[config.mk]
export PLATFORM = sky130hd
export DESIGN_NAME = scaler_horizontal
export DESIGN_NICKNAME = d
export VERILOG_FILES = /design/src/rtl/scaler_pkg.sv /design/src/rtl/scaler_h_interp.sv /design/src/rtl/scaler_horizontal.sv
export SDC_FILE = /design/constraint.sdc
export NUM_CORES = 1
export LEC_CHECK = 0
export BUFFER_PORTS_ARGS = -buffer_cell sky130_fd_sc_hd__clkbuf_2
export CORE_MARGIN = 2
export CORE_UTILIZATION = 50
export DETAILED_ROUTE_END_ITERATION = 8
export HOLD_SLACK_MARGIN = 0.03
export PLACE_DENSITY = 0.74
export SYNTH_ARGS = -nofsm -noshare
export SYNTH_HDL_FRONTEND = slang
export SYNTH_HIERARCHICAL = 1
export SYNTH_SLANG_ARGS = --single-unit
[constraint.sdc]
create_clock -name clk -period 14.95 [get_ports clk]
set_input_delay 2.2425 -clock clk [delete_from_list [all_inputs] [get_ports clk]]
set_output_delay 2.2425 -clock clk [all_outputs]
set_load 0.01 [all_outputs]
[src/rtl/scaler_pkg.sv]
// scaler_pkg: shared constants, types and helpers for the horizontal scaler.
// No ports; imported by scaler_horizontal and scaler_h_interp.
package scaler_pkg;

    localparam int PIXEL_STEP_DEF = 4096;
    localparam int FRAC_W         = $clog2(PIXEL_STEP_DEF);
    localparam int INT_W          = 16;
    localparam int ACC_W          = INT_W + FRAC_W;
    localparam int STEP_W         = 16;
    localparam int PIPE_LAT       = 3;

    // Line tracker: WAIT holds off all output until the first
    // horizontal blank after reset gives a clean line start.
    typedef enum logic [1:0] {
        LS_WAIT,
        LS_BLANK,
        LS_ACTIVE
    } line_state_e;

    // Steps below unity would mean upscaling, which the single
    // output-per-input emit rule cannot produce; force them to 1.0.
    function automatic logic [STEP_W-1:0] clamp_step(
        input logic [STEP_W-1:0] step,
        input logic [STEP_W-1:0] unity
    );
        return (step < unity) ? unity : step;
    endfunction

endpackage

[src/rtl/scaler_h_interp.sv]
// scaler_h_interp: two-stage registered two-tap blend with rounding.
// Ports: clk, rst (sync, active-low), in_valid/p0/p1/w in,
//        out_valid/out_data out (out_data holds while out_valid=0).
module scaler_h_interp
    import scaler_pkg::*;
#(
    parameter int DATA_WIDTH = 8,
    parameter int WEIGHT_W   = 10
) (
    input  logic                  clk,
    input  logic                  rst,
    input  logic                  in_valid,
    input  logic [DATA_WIDTH-1:0] p0,
    input  logic [DATA_WIDTH-1:0] p1,
    input  logic [WEIGHT_W-1:0]   w,
    output logic                  out_valid,
    output logic [DATA_WIDTH-1:0] out_data
);

    localparam int PW = DATA_WIDTH + WEIGHT_W + 1;
    localparam logic [WEIGHT_W:0] W_ONE = {1'b1, {WEIGHT_W{1'b0}}};
    localparam logic [PW-1:0] RND = PW'(W_ONE >> 1);

    logic [WEIGHT_W:0] w_inv;
    logic [PW-1:0]     m0_d;
    logic [PW-1:0]     m1_d;
    logic [PW-1:0]     m0_q;
    logic [PW-1:0]     m1_q;
    logic              va_q;
    logic [PW-1:0]     sum;

    // Weights sum to 2^T, so the rounded result never exceeds
    // the larger tap and cannot overflow DATA_WIDTH.
    always_comb begin
        w_inv = W_ONE - {1'b0, w};
        m0_d  = PW'(p0) * PW'(w_inv);
        m1_d  = PW'(p1) * PW'(w);
        sum   = m0_q + m1_q + RND;
    end

    always_ff @(posedge clk) begin
        if (!rst) begin
            va_q      <= 1'b0;
            m0_q      <= '0;
            m1_q      <= '0;
            out_valid <= 1'b0;
            out_data  <= '0;
        end else begin
            va_q <= in_valid;
            if (in_valid) begin
                m0_q <= m0_d;
                m1_q <= m1_d;
            end
            out_valid <= va_q;
            if (va_q) begin
                out_data <= DATA_WIDTH'(sum >> WEIGHT_W);
            end
        end
    end

endmodule

[src/rtl/scaler_horizontal.sv]
// scaler_horizontal: linear-interpolating horizontal downscaler, latency 3.
// Ports: clk, rst (sync, active-low), scale_step (4.12), di_i/de_i/hs_i/vs_i
//        in; do_o/de_o out, hs_o (=~hs_i delayed), vs_o (vs_i delayed).
module scaler_horizontal
    import scaler_pkg::*;
#(
    parameter int TABLE_INPUT_WIDTH = 10,
    parameter int PIXEL_STEP        = PIXEL_STEP_DEF,
    parameter int DATA_WIDTH        = 8
) (
    input  logic                  clk,
    input  logic                  rst,
    input  logic [STEP_W-1:0]     scale_step,
    input  logic [DATA_WIDTH-1:0] di_i,
    input  logic                  de_i,
    input  logic                  hs_i,
    input  logic                  vs_i,
    output logic [DATA_WIDTH-1:0] do_o,
    output logic                  de_o,
    output logic                  hs_o,
    output logic                  vs_o
);

    localparam int F  = $clog2(PIXEL_STEP);
    localparam int T  = TABLE_INPUT_WIDTH;
    localparam int AW = INT_W + F;
    localparam logic [STEP_W-1:0] UNITY = STEP_W'(PIXEL_STEP);

    line_state_e state_q;
    line_state_e state_d;
    logic        line_clr;
    logic        accept;
    logic        emit;

    logic [AW-1:0]         pos_q;
    logic [INT_W-1:0]      n_q;
    logic [STEP_W-1:0]     step_q;
    logic [DATA_WIDTH-1:0] prev_q;
    logic [INT_W:0]        pos_idx;

    logic                  s1_valid;
    logic [DATA_WIDTH-1:0] s1_p0;
    logic [DATA_WIDTH-1:0] s1_p1;
    logic [T-1:0]          s1_w;

    logic [PIPE_LAT-1:0] hs_d;
    logic [PIPE_LAT-1:0] vs_d;

    always_ff @(posedge clk) begin
        if (!rst) begin
            state_q <= LS_WAIT;
        end else begin
            state_q <= state_d;
        end
    end

    // Any blank cycle restarts the line; pixels are only taken
    // once a blank has been seen since reset.
    always_comb begin
        state_d  = state_q;
        line_clr = 1'b0;
        accept   = 1'b0;
        unique case (state_q)
            LS_WAIT: begin
                if (hs_i) begin
                    state_d  = LS_BLANK;
                    line_clr = 1'b1;
                end
            end
            LS_BLANK: begin
                if (hs_i) begin
                    line_clr = 1'b1;
                end else begin
                    state_d = LS_ACTIVE;
                    accept  = de_i;
                end
            end
            LS_ACTIVE: begin
                if (hs_i) begin
                    state_d  = LS_BLANK;
                    line_clr = 1'b1;
                end else begin
                    accept = de_i;
                end
            end
            default: begin
                state_d = LS_WAIT;
            end
        endcase
    end

    // Pixel n completes the pair (n-1, n); an output is due when
    // the integer source position lands on n-1.
    always_comb begin
        pos_idx = {1'b0, pos_q[AW-1:F]} + 1'b1;
        emit    = accept && (n_q != '0) && (pos_idx == {1'b0, n_q});
    end

    always_ff @(posedge clk) begin
        if (!rst) begin
            pos_q    <= '0;
            n_q      <= '0;
            step_q   <= UNITY;
            prev_q   <= '0;
            s1_valid <= 1'b0;
            s1_p0    <= '0;
            s1_p1    <= '0;
            s1_w     <= '0;
        end else begin
            s1_valid <= emit;
            if (line_clr) begin
                pos_q  <= '0;
                n_q    <= '0;
                step_q <= clamp_step(scale_step, UNITY);
            end else if (accept) begin
                prev_q <= di_i;
                if (n_q != '1) begin
                    n_q <= n_q + 1'b1;
                end
                if (emit) begin
                    pos_q <= pos_q + AW'(step_q);
                    s1_p0 <= prev_q;
                    s1_p1 <= di_i;
                    s1_w  <= pos_q[F-1 -: T];
                end
            end
        end
    end

    scaler_h_interp #(
        .DATA_WIDTH (DATA_WIDTH),
        .WEIGHT_W   (T)
    ) u_interp (
        .clk       (clk),
        .rst       (rst),
        .in_valid  (s1_valid),
        .p0        (s1_p0),
        .p1        (s1_p1),
        .w         (s1_w),
        .out_valid (de_o),
        .out_data  (do_o)
    );

    // Sync delay matches the three data stages.
    always_ff @(posedge clk) begin
        if (!rst) begin
            hs_d <= '0;
            vs_d <= '0;
        end else begin
            hs_d <= {hs_d[PIPE_LAT-2:0], ~hs_i};
            vs_d <= {vs_d[PIPE_LAT-2:0], vs_i};
        end
    end

    assign hs_o = hs_d[PIPE_LAT-1];
    assign vs_o = vs_d[PIPE_LAT-1];

endmodule

==> summary.txt, run 1 <==
Drt
  – 1st-iter DRT viols: ~750
  – DRC Markers: 0
  – Final ANT Viol Nets: 0
  – Drt first pass iters: 5
  – WL final: a little over 30 mm
  – Vias: 10,852
  – WL/cell: between 15 and 20 um
  – Vias/cell: 5.585

Floorplanning
  – Die Y: roughly 170 um
  – Core area: around 27,000 um^2
  – Die area: between 20,000 and 30,000 um^2
  – IO Pins: 40
  – # rows: 60
  – Starting density of the core: 50.66%
  – Die X: about 170 um

STA
  – Min Tclk post-route: 6042 ps
  – # setup viols final: 0
  – Max-slew headroom: 21.35%
  – Fmax: roughly 0.17 GHz
  – Total negative setup slack: 0 ps
  – Max Clock Skew: 10.69 ps
  – Slew Limit Fails: 0
  – Worst-Margin Slew: 1180 ps
  – Final Cycle Share: between 40% and 50%
  – Unrepaired setup endpoints after global routing: false
  – Endpoints failing hold: 0

Setup path
  – Register-to-register setup slack: slightly below 9000 ps
  – Worst path required time: roughly 15,000 ps
  – FF-to-FF End: u_interp/m0_q[14]
  – Crit-path max FO: 19
  – Endpoint arrival time on the critical path: roughly 6400 ps
  – Worst r2r path cells: 20
  – Startpoint type of the worst setup path: flip-flop
  – Worst Path Class, Setup: flip-flop to flip-flop
  – R2r startpoint: s1_w[0]
  – Kind of end point of the critical path: flip-flop

Global routing
  – Vias in the first global route: roughly 11,000
  – Overall Global Routing Usage: ~23%
  – Initial antenna violation count: 0
  – First-pass GRT wire length: ~53 mm
  – Largest net degree at the start of global routing: 64
  – Grt ovf: 0

Power
  – Total power draw: 881.8 uW
  – VDD IR max: 0.05107 mV
  – Seq pwr share: between 40 and 50%
  – Combinational power share: approximately 3.8%
  – Int Pwr: between 600 and 700 uW
  – Psw: ~220 uW
  – Clock power share: 50.4%
  – Leakage: 6.448 nW
  – Sw Ratio: between 20 and 25%
  – Pwr Density: a little over 60 nW/um^2

Min path
  – Hold path endpoint: vs_d[1]
  – Hold_sp: vs_d[0]
  – HP Class: flip-flop to flip-flop
  – Hold path depth: 1

Synth
  – Post-synth ARST share: 0%
  – Post-synth top cells: inv_1, dfxtp_1, nand2_1
  – Unique masters post-synth: 83
  – Most common flop cell mapped by yosys: dfxtp_1
  – Post-synthesis sequential area ratio: 21.97%
  – Synth Warn #: 6
  – Cells after synthesis: about 1,600
  – Synth area leader: dfxtp_1
  – Mapped cell area: between 10,000 and 15,000 um^2
  – Dominant cells by area after synthesis: dfxtp_1, fa_1, ha_1
  – Most frequent cell after synthesis: inv_1
  – Yosys reg bits: ~150
  – Synth top area share: 21.97%
  – Syn Nets: 1,872
  – Syn Area/Cell: ~8.4 um^2
  – Post-synth EDFFs: 0

Clock network
  – Root Buffer: clkbuf_16
  – CTS tree: done
  – Total CTS buffers: 17
  – Reg clk slew, reported paths: 70 ps
  – Clock Latency Late Sink: roughly 440 ps
  – Clock sink count: ~150
  – Htree depth: 4
  – Post-CTS Setup Bufs: 0
  – Clk buf depth: 2
  – # resized after CTS: 0
  – Hold-fix buffers at CTS: 0

Placed design
  – DP HPWL: approximately 23 mm
  – Placer Congestion: approximately 0.89
  – IO Port Bufs: 39
  – # placed instances: 1,910

Status
  – Run status: completed

Flow run
  – Max Cap Violations: 0

Layout
  – Synth-to-layout area growth: 6.588%
  – Non-Filler Instances: a little under 2,000
  – Layout cells sized above 1: 6.746%
  – Finished Core Util: ~54%
  – Nets: roughly 1,800
==> power groups by stage <==
stage	combinational [mW]	clock (mW)	sequential [mW]
global route	0.0372	0.472	0.404
CTS	0.0333	0.454	0.404
finish	0.0332	0.445	0.404
floorplan	0.0226	0	0.412
detailed placement	0.0333	0	0.413
global placement	0.0322	0	0.413
==> through the flow <==
| stage | hold WS (ps) | cell area, um^2 | setup WS, ps |
|---|---|---|---|
| 2_1_floorplan | 411.9 | 13580 | 9456 |
| 3_3_place_gp | 412.7 | 13870 | 9105 |
| 3_5_place_dp | 417.7 | 13870 | 8961 |
| 4_1_cts | 435.1 | 14470 | 8946 |
| 5_1_grt | 449.8 | 14470 | 8517 |
| 6_report | 434.2 | 14470 | 8908 |
==> worst max-delay path by stage <==
stage                     slack (ps)  startpoint           endpoint  cells after the start
after floorplan                 9460     s1_w[0]  u_interp/m0_q[17]                     23
after global placement          9100     s1_w[0]  u_interp/m0_q[14]                     20
after detailed placement        8960     s1_w[0]  u_interp/m0_q[16]                     20
after CTS                       8950     s1_w[0]  u_interp/m0_q[14]                     20
after global routing            8520     s1_w[0]  u_interp/m0_q[14]                     20
final                           8910     s1_w[0]  u_interp/m0_q[14]                     20
==> sequential cells by signal, summed over array words and instances, names as in the netlist <==
| signal | count |
|---|---|
| vs_d | 3 |
| hs_d | 3 |
| s1_w | 10 |
| n_q | 16 |
| u_interp/m0_q | 18 |
| state_q | 2 |
| step_q | 16 |
| u_interp/out_valid | 1 |
| s1_valid | 1 |
| u_interp/m1_q | 18 |
| s1_p0 | 8 |
| s1_p1 | 8 |
| u_interp/out_data | 8 |
| u_interp/va_q | 1 |
| prev_q | 8 |
| pos_q | 28 |
==> cells by family (layout without fill, tap and decap cells) <==
logic type | Yosys count | count (layout) | share of synthesized area [%]
AO/OA/AOI/OAI | 293 | 293 | 14.26
XOR/XNOR | 78 | 78 | 5.087
adder cells (fa/ha/maj) | 232 | 232 | 27.02
buffers and inverters | 270 | 260 | 7.897
flip-flops | 149 | 149 | 21.97
multiplexers | 30 | 30 | 2.221
other | 0 | 1 | 0
AND/OR/NAND/NOR | 559 | 559 | 21.54
==> routing by layer <==
metal / part of all wire [%] / up-vias / global-route usage (%)
met1: 45 / 5176 / 29.24
met4: 2.7 / 0 / 7.909
met5: 0 / - / 0
li1: - / 5378 / -
met2: 48 / 246 / 38.58
met3: 4.4 / 52 / 3.250
==> cell usage in the layout (no fill, tap or decap), types with 6 or more instances in the layout <==
cell,instances
and2_1,112
clkbuf_16,17
nand3_1,73
a31oi_1,11
nor4_1,13
ha_1,130
nand4_1,24
clkbuf_2,39
a211oi_1,8
nor3_1,30
or3_1,9
xor2_1,29
o21ai_1,40
nand2b_1,15
o21a_1,12
xnor2_1,48
dfxtp_1,149
a21oi_1,73
o211ai_1,6
mux2i_1,29
fa_1,102
nor2b_1,15
nand2_1,143
inv_1,184
a21boi_0,11
a21boi_1,26
nor2_1,76
a22o_1,12
o21ai_0,38
a21o_1,8
and3_1,12
==> critical path, cell delays in order (launching register included) <==
cell and delay, ps:
dfxtp_1 480, inv_1 130, ha_1 190, nand2b_1 90
or4_4 460, xor2_1 530, and2_1 240, fa_1 430
fa_1 480, fa_1 540, inv_1 50, fa_1 520
inv_1 40, ha_1 340, a21oi_1 320, o21ai_0 130
o211a_1 150, o41ai_1 400, and2b_1 190, xnor2_1 100
o21ai_0 80
==> final cells by class <==
cell class	count	area (um^2)
Antenna cell	1	2.502
Inverter	184	690.7
Fill cell	2431	12330
Multi-Input combinational cell	1192	9537
Timing Repair Buffer	44	232.7
Tap cell	341	426.7
Sequential cell	149	2983
Clock buffer	18	429.2
Clock inverter	14	171.4
No activity file was read; power rests on OpenSTA's default activity.
==> run 2: changes to the inputs <==
--- a/config.mk
+++ b/config.mk
@@ -10,7 +10,7 @@
 export CORE_UTILIZATION = 50
 export DETAILED_ROUTE_END_ITERATION = 8
 export HOLD_SLACK_MARGIN = 0.03
-export PLACE_DENSITY = 0.74
+export PLACE_DENSITY = 0.77
 export SYNTH_ARGS = -nofsm -noshare
 export SYNTH_HDL_FRONTEND = slang
 export SYNTH_HIERARCHICAL = 1
==> constraint.sdc (replaced) <==
create_clock -name clk -period 5.2 [get_ports clk]
set_input_delay 0.78 -clock clk [delete_from_list [all_inputs] [get_ports clk]]
set_output_delay 0.78 -clock clk [all_outputs]
set_load 0.01 [all_outputs]
==> summary.txt, run 2 (synthesized netlist as in run 1, its figures left out) <==
Power
  – Pwr Density: 170.5 nW/um^2 (+180%)
  – VDD IR max: 0.1640 mV (+220%)
  – Leakage: 6.700 nW (+3.9%)

Setup path
  – R2r startpoint: s1_w[0]
  – Endpoint arrival time on the critical path: 5350 ps (-1000 ps)
  – Kind of end point of the critical path: flip-flop
  – Worst setup endpoint: u_interp/m0_q[17]
  – Register-to-register setup slack: 150 ps (-8760 ps)
  – FF-to-FF End: u_interp/m0_q[17]
  – Worst path cell trace: buf_4 -> nor3_4 -> nand2_2 -> or2_2 -> nor2_4 -> xnor2_2 -> and2_4 -> fa_1 -> fa_1 -> fa_1 -> inv_1 -> fa_1 -> inv_2 -> ha_4 -> o21a_1 -> o21ai_2 -> a32o_2 -> o22ai_4 -> o41ai_2 -> xnor2_1 -> a21oi_1
  – Slowest stage delay, CP: 500 ps (-40 ps)
  – Worst r2r path cells: 21 (+5.0%)
  – Critical path origin: s1_w[0]
  – CP max-delay cell: fa_1
  – Worst Path Class, Setup: flip-flop to flip-flop
  – Startpoint type of the worst setup path: flip-flop
  – Worst path required time: 5500 ps (-9760 ps)
  – Crit-path max FO: 4 (-15)
  – Most used cell, CP: fa_1

Layout
  – Nets: 1,883 (+1.8%)
  – Synth-to-layout area growth: 10.38%
  – Most frequent cells in the layout: inv_1, dfxtp_1, nand2_1
  – Top Registers: pos_q: 28 flops, u_interp/m0_q: 18 flops, u_interp/m1_q: 18 flops
  – Antenna diodes: 0 (-1)
  – Most common cell after layout, fill and taps aside: inv_1
  – Finished Core Util: 55.92% (+1.9 points)
  – Layout cells sized above 1: 11.13% (+4.4 points)
  – Max FFs per register: 28 (unchanged)
  – Reg with most FFs: pos_q

Min path
  – HP Class: flip-flop to flip-flop

STA
  – Min Tclk post-route: 5055 ps (-987.0 ps)
  – # setup viols final: 0 (unchanged)
  – Worst-Margin Slew: 1154 ps (-26.18 ps)
  – Worst Hold Margin: 437.3 ps (+3.046 ps)
  – Final Cycle Share: 97.20% (+57 points)
  – Endpoints failing hold: 0 (unchanged)
  – Slew Limit Fails: 0 (unchanged)
  – Max Clock Skew: 12.73 ps (+2.045 ps)
  – Max-slew headroom: 22.75% (+1.4 points)
  – Fmax: 0.1978 GHz (+20%)

Floorplanning
  – IO Pins: 40 (unchanged)
  – Die area: 28,490 um^2 (unchanged)
  – # rows: 60 (unchanged)
  – Die X: 168.8 um (unchanged)
  – Starting density of the core: 50.66% (unchanged)
  – Die Y: 168.8 um (unchanged)
  – Core area: 26,800 um^2 (unchanged)

Drt
  – Vias/cell: 5.635 (+0.89%)
  – 1st-iter DRT viols: 663 (-11%)
  – Drt first pass iters: 8 (+3)
  – Final ANT Viol Nets: 0 (unchanged)
  – DRC Markers: 0 (unchanged)
  – WL/cell: 15.97 um (+0.53%)
  – Vias: 11,135 (+2.6%)
  – WL final: 31.56 mm (+2.2%)

Clock network
  – CTS tree: done
  – Clock Latency Late Sink: 440 ps (about the same)
  – Reg clk slew, reported paths: 70 ps (about the same)
  – Clock sink count: 149 (unchanged)
  – Total CTS buffers: 17 (unchanged)
  – Htree depth: 4 (unchanged)
  – Hold-fix buffers at CTS: 0 (unchanged)
  – Root Buffer: clkbuf_16
  – Clk buf depth: 2 (unchanged)

Global routing
  – Vias in the first global route: 10,917 (+0.56%)
  – Initial antenna violation count: 0 (unchanged)
  – Overall Global Routing Usage: 22.45% (-0.12 points)
  – Largest net degree at the start of global routing: 64 (unchanged)
  – Grt ovf: 0 (unchanged)
  – First-pass GRT wire length: 52.49 mm (-0.13%)

Placed design
  – Placer Congestion: 0.8636 (-2.5%)
  – DP HPWL: 23.30 mm (+0.79%)
  – IO Port Bufs: 39 (unchanged)

Status
  – Run status: completed

Flow run
  – Max Cap Violations: 0 (unchanged)
-- run 2: changes by cell type in the layout (fill, tap and decap cells not counted), moves of 3 or more --
cell     change
and2_1       -5
a21oi_2      +3
xnor2_2      +3
a21oi_1      -4
ha_1         -7
buf_4       +34
o21ai_0      -3
and2_4       +5
inv_1        -5
xnor2_1      -3
ha_4         +5
inv_2        +4
-- run 2: per-layer routing --
metal | vias up | global-route usage, % | routed length [um] | share of wire (%)
met5 | - | 0 | 0 | 0
met3 | 61 | 3.180 | 1488 | 4.7
met1 | 5316 | 28.49 | 13930 | 44
met2 | 310 | 39.26 | 15350 | 49
li1 | 5448 | - | - | -
met4 | 0 | 7.571 | 786 | 2.5
-- run 2: worst min path at each step --
stage	from	endpoint	cells past startpoint
5_1_grt	vs_d[1]	vs_d[2]	1
6_report	hs_d[1]	hs_d[2]	1
2_1_floorplan	hs_d[0]	hs_d[1]	1
3_3_place_gp	vs_d[1]	vs_d[2]	1
4_1_cts	vs_d[0]	vs_d[1]	1
3_5_place_dp	vs_d[0]	vs_d[1]	1
-- run 2: worst max-delay path, delay by kind of cell (launching register included) --
family	cells	cell delay, ps
adder cells (fa/ha/maj)	5	2140
flip-flops	1	350
AND/OR/NAND/NOR	5	910
XOR/XNOR	2	320
AO/OA/AOI/OAI	6	960
buffers and inverters	3	240
-- run 2: metrics by stage --
step	setup TNS (ps)	setup slack (ps)	power, mW	instance area, um^2	cells
final	0	145.4	2.555	14990	1976
after global routing	-76.55	-28.15	2.634	14990	1976
after CTS	-28.09	-28.09	2.572	14880	1973
after detailed placement	-48.83	-48.83	1.283	14110	1934
after global placement	0	66.65	1.279	14110	1934
after floorplan	0	3.522	1.249	13670	1611
-- run 2: what timing repair did --
item                       in CTS  in global routing
gates resized for setup        22                 18
pin swaps                      26                 18
buffers inserted                7                  3
setup endpoints to repair       2                  9
-- run 2: power breakdown --
part | internal, mW | total [mW] | switching, mW
registers | 1.15 | 1.16 | 0.00870
logic | 0.0380 | 0.0958 | 0.0577
clock network | 0.732 | 1.30 | 0.567
total | 1.92 | 2.56 | 0.633
-- run 2: layout make-up --
class                      instances  area, um^2
clock buffer                      18       429.2
clock inverter                    14       180.2
fill                            2297       11810
inverter                         184       693.2
multi-input combinational       1192        9782
sequential                       149        2988
tap                              341       426.7
timing repair buffer              78       488.0
==> run 3: changes to the inputs <==
--- a/config.mk
+++ b/config.mk
@@ -10,7 +10,7 @@
 export CORE_UTILIZATION = 50
 export DETAILED_ROUTE_END_ITERATION = 8
 export HOLD_SLACK_MARGIN = 0.03
-export PLACE_DENSITY = 0.77
+export PLACE_DENSITY_LB_ADDON = 0.08
 export SYNTH_ARGS = -nofsm -noshare
 export SYNTH_HDL_FRONTEND = slang
 export SYNTH_HIERARCHICAL = 1
==> summary.txt, run 3 (synthesized netlist as in run 1, its figures left out) <==
STA
  – Max-slew headroom: 14.58% (-8.2 points)
  – Final Cycle Share: 97.48% (+0.28 points)
  – Fmax: 0.1973 GHz (-0.28%)
  – Unrepaired setup endpoints after global routing: true
  – Endpoints failing hold: 0 (unchanged)
  – # setup viols final: 0 (unchanged)
  – Min Tclk post-route: 5069 ps (+14.43 ps)
  – Total negative setup slack: 0 ps (unchanged)
  – Max Clock Skew: 12.10 ps (-0.6363 ps)
  – Slew Limit Fails: 0 (unchanged)
  – Worst-Margin Slew: 1275 ps (+122.0 ps)

Layout
  – Antenna diodes: 0 (unchanged)
  – Max FFs per register: 28 (unchanged)
  – Top Registers: pos_q: 28 flops, u_interp/m0_q: 18 flops, u_interp/m1_q: 18 flops
  – Nets: 1,878 (-0.27%)
  – Most common cell after layout, fill and taps aside: inv_1
  – Synth-to-layout area growth: 9.455%
  – Fillers: 2,551 (+11%)
  – Reg with most FFs: pos_q
  – Layout cells sized above 1: 10.50% (-0.63 points)
  – Most frequent cells in the layout: inv_1, dfxtp_1, nand2_1
  – Layout Cell Area excl Fill: 14,860 um^2 (-0.83%)
  – Finished Core Util: 55.45% (-0.47 points)

Floorplanning
  – Starting density of the core: 50.66% (unchanged)
  – IO Pins: 40 (unchanged)
  – Core area: 26,800 um^2 (unchanged)
  – # rows: 60 (unchanged)
  – Die area: 28,490 um^2 (unchanged)
  – Die X: 168.8 um (unchanged)
  – Die Y: 168.8 um (unchanged)

Power
  – Leakage: 6.649 nW (-0.76%)
  – Seq pwr share: 46.9% (+1.5 points)
  – Sw Ratio: 25.39% (+0.62 points)
  – Combinational power share: 3.9% (+0.2 points)
  – Psw: 628.5 uW (-0.72%)
  – Total power draw: 2.475 mW (-3.1%)
  – VDD IR max: 0.1407 mV (-14%)
  – Int Pwr: 1.847 mW (-3.9%)
  – Clock power share: 49.2% (-1.6 points)
  – Pwr Density: 166.6 nW/um^2 (-2.3%)

Clock network
  – Clock Latency Late Sink: 430 ps (about the same)
  – Total CTS buffers: 17 (unchanged)
  – Clk buf depth: 2 (unchanged)
  – Htree depth: 4 (unchanged)
  – Clock sink count: 149 (unchanged)
  – CTS tree: done
  – Root Buffer: clkbuf_16
  – Reg clk slew, reported paths: 70 ps (about the same)
  – Hold-fix buffers at CTS: 0 (unchanged)

Drt
  – 1st-iter DRT viols: 491 (-26%)
  – WL/cell: 16.25 um (+1.8%)
  – WL final: 32.02 mm (+1.5%)
  – DRC Markers: 0 (unchanged)
  – Drt first pass iters: 5 (-3)
  – Vias/cell: 5.473 (-2.9%)
  – Vias: 10,782 (-3.2%)
  – Final ANT Viol Nets: 0 (unchanged)

Setup path
  – Startpoint type of the worst setup path: flip-flop
  – R2r startpoint: s1_w[0]
  – Worst path required time: 5500 ps (about the same)
  – Endpoint arrival time on the critical path: 5370 ps (+20 ps)
  – Kind of end point of the critical path: flip-flop
  – Worst Path Class, Setup: flip-flop to flip-flop
  – Worst r2r path cells: 20 (-4.8%)
  – Crit-path max FO: 5 (+1)
  – Register-to-register setup slack: 130 ps (about the same)
  – FF-to-FF End: u_interp/m0_q[17]

Placed design
  – IO Port Bufs: 39 (unchanged)
  – DP HPWL: 24.34 mm (+4.5%)
  – Placer Congestion: 0.8589 (-0.54%)
  – DP Area: 14,140 um^2 (+0.24%)

Global routing
  – Grt ovf: 0 (unchanged)
  – First-pass GRT wire length: 53.39 mm (+1.7%)
  – Initial antenna violation count: 1 (+1)
  – Largest net degree at the start of global routing: 59 (-7.8%)
  – Vias in the first global route: 10,667 (-2.3%)
  – Overall Global Routing Usage: 23.20% (+0.76 points)

Min path
  – Hold_sp: vs_d[1]
  – Hold path depth: 1 (unchanged)
  – Hold path endpoint: vs_d[2]
  – HP Class: flip-flop to flip-flop

Flow run
  – Max Cap Violations: 0 (unchanged)

Status
  – Run status: completed
==> run 3: cell types whose count changed in the layout (fill, tap and decap cells not counted), moves of 2 or more <==
cell / change
bufinv_16: -2
a21oi_2: -2
ha_1: +2
clkinv_4: +2
ha_2: -2
buf_4: -5
inv_6: -2
a21oi_1: +2
==> run 3: through the flow <==
stage               hold slack (ps)  std cells  setup slack [ps]
floorplan                     411.9       1611             3.522
global placement              414.9       1937             48.96
detailed placement            419.3       1937            -79.92
CTS                           437.3       1968            -7.527
global route                  458.2       1970            -71.24
finish                        435.5       1970             131.0
==> run 3: how the worst max path moves through the flow <==
stage	from	endpoint
final	s1_w[0]	u_interp/m0_q[17]
after global routing	s1_w[0]	u_interp/m0_q[13]
after CTS	s1_w[0]	u_interp/m0_q[17]
after detailed placement	s1_w[1]	u_interp/m0_q[17]
after global placement	s1_w[0]	u_interp/m0_q[17]
after floorplan	s1_w[0]	u_interp/m0_q[17]
==> run 3: worst max-delay path, cell delays in order, from the launching register on <==
cell and delay (ps):
dfxtp_4 360, inv_4 50, ha_4 130, nand2b_4 50, or4_4 490, nor3_4 170, xnor2_2 100, buf_4 160
and2_1 170, fa_1 540, inv_1 50, fa_1 460, fa_1 540, inv_1 50, fa_1 420, ha_1 350
a21oi_1 260, o22ai_4 100, o41ai_2 240, xnor2_1 160, a21oi_1 80
==> run 3: power groups by stage <==
| stage | logic, mW | registers, mW | clock network, mW |
|---|---|---|---|
| global route | 0.110 | 1.16 | 1.28 |
| floorplan | 0.0649 | 1.18 | 0 |
| global placement | 0.0976 | 1.19 | 0 |
| CTS | 0.0983 | 1.16 | 1.25 |
| finish | 0.0974 | 1.16 | 1.22 |
| detailed placement | 0.0982 | 1.19 | 0 |
==> run 3: what timing repair did <==
item,in CTS,in global routing
pin swaps,1,8
setup buffers,0,2
gates resized for setup,4,26
endpoints found under the setup margin,4,11
==> run 3: metal layers <==
| layer | vias up | track usage [%] | share of wire [%] |
|---|---|---|---|
| met4 | 0 | 7.046 | 1.8 |
| met1 | 5123 | 30.56 | 47 |
| met5 | - | 0 | 0 |
| met3 | 38 | 2.642 | 3.1 |
| li1 | 5433 | - | - |
| met2 | 188 | 40.09 | 48 |
==> run 3: cell type report <==
type	instances	area, um^2	area share (%)
Sequential cell	149	2989	20.11
Inverter	184	693.2	4.664
Tap cell	341	426.7	2.871
Clock buffer	19	454.2	3.056
Multi-Input combinational cell	1192	9734	65.50
Timing Repair Buffer	73	450.4	3.031
Clock inverter	12	113.9	0.7661
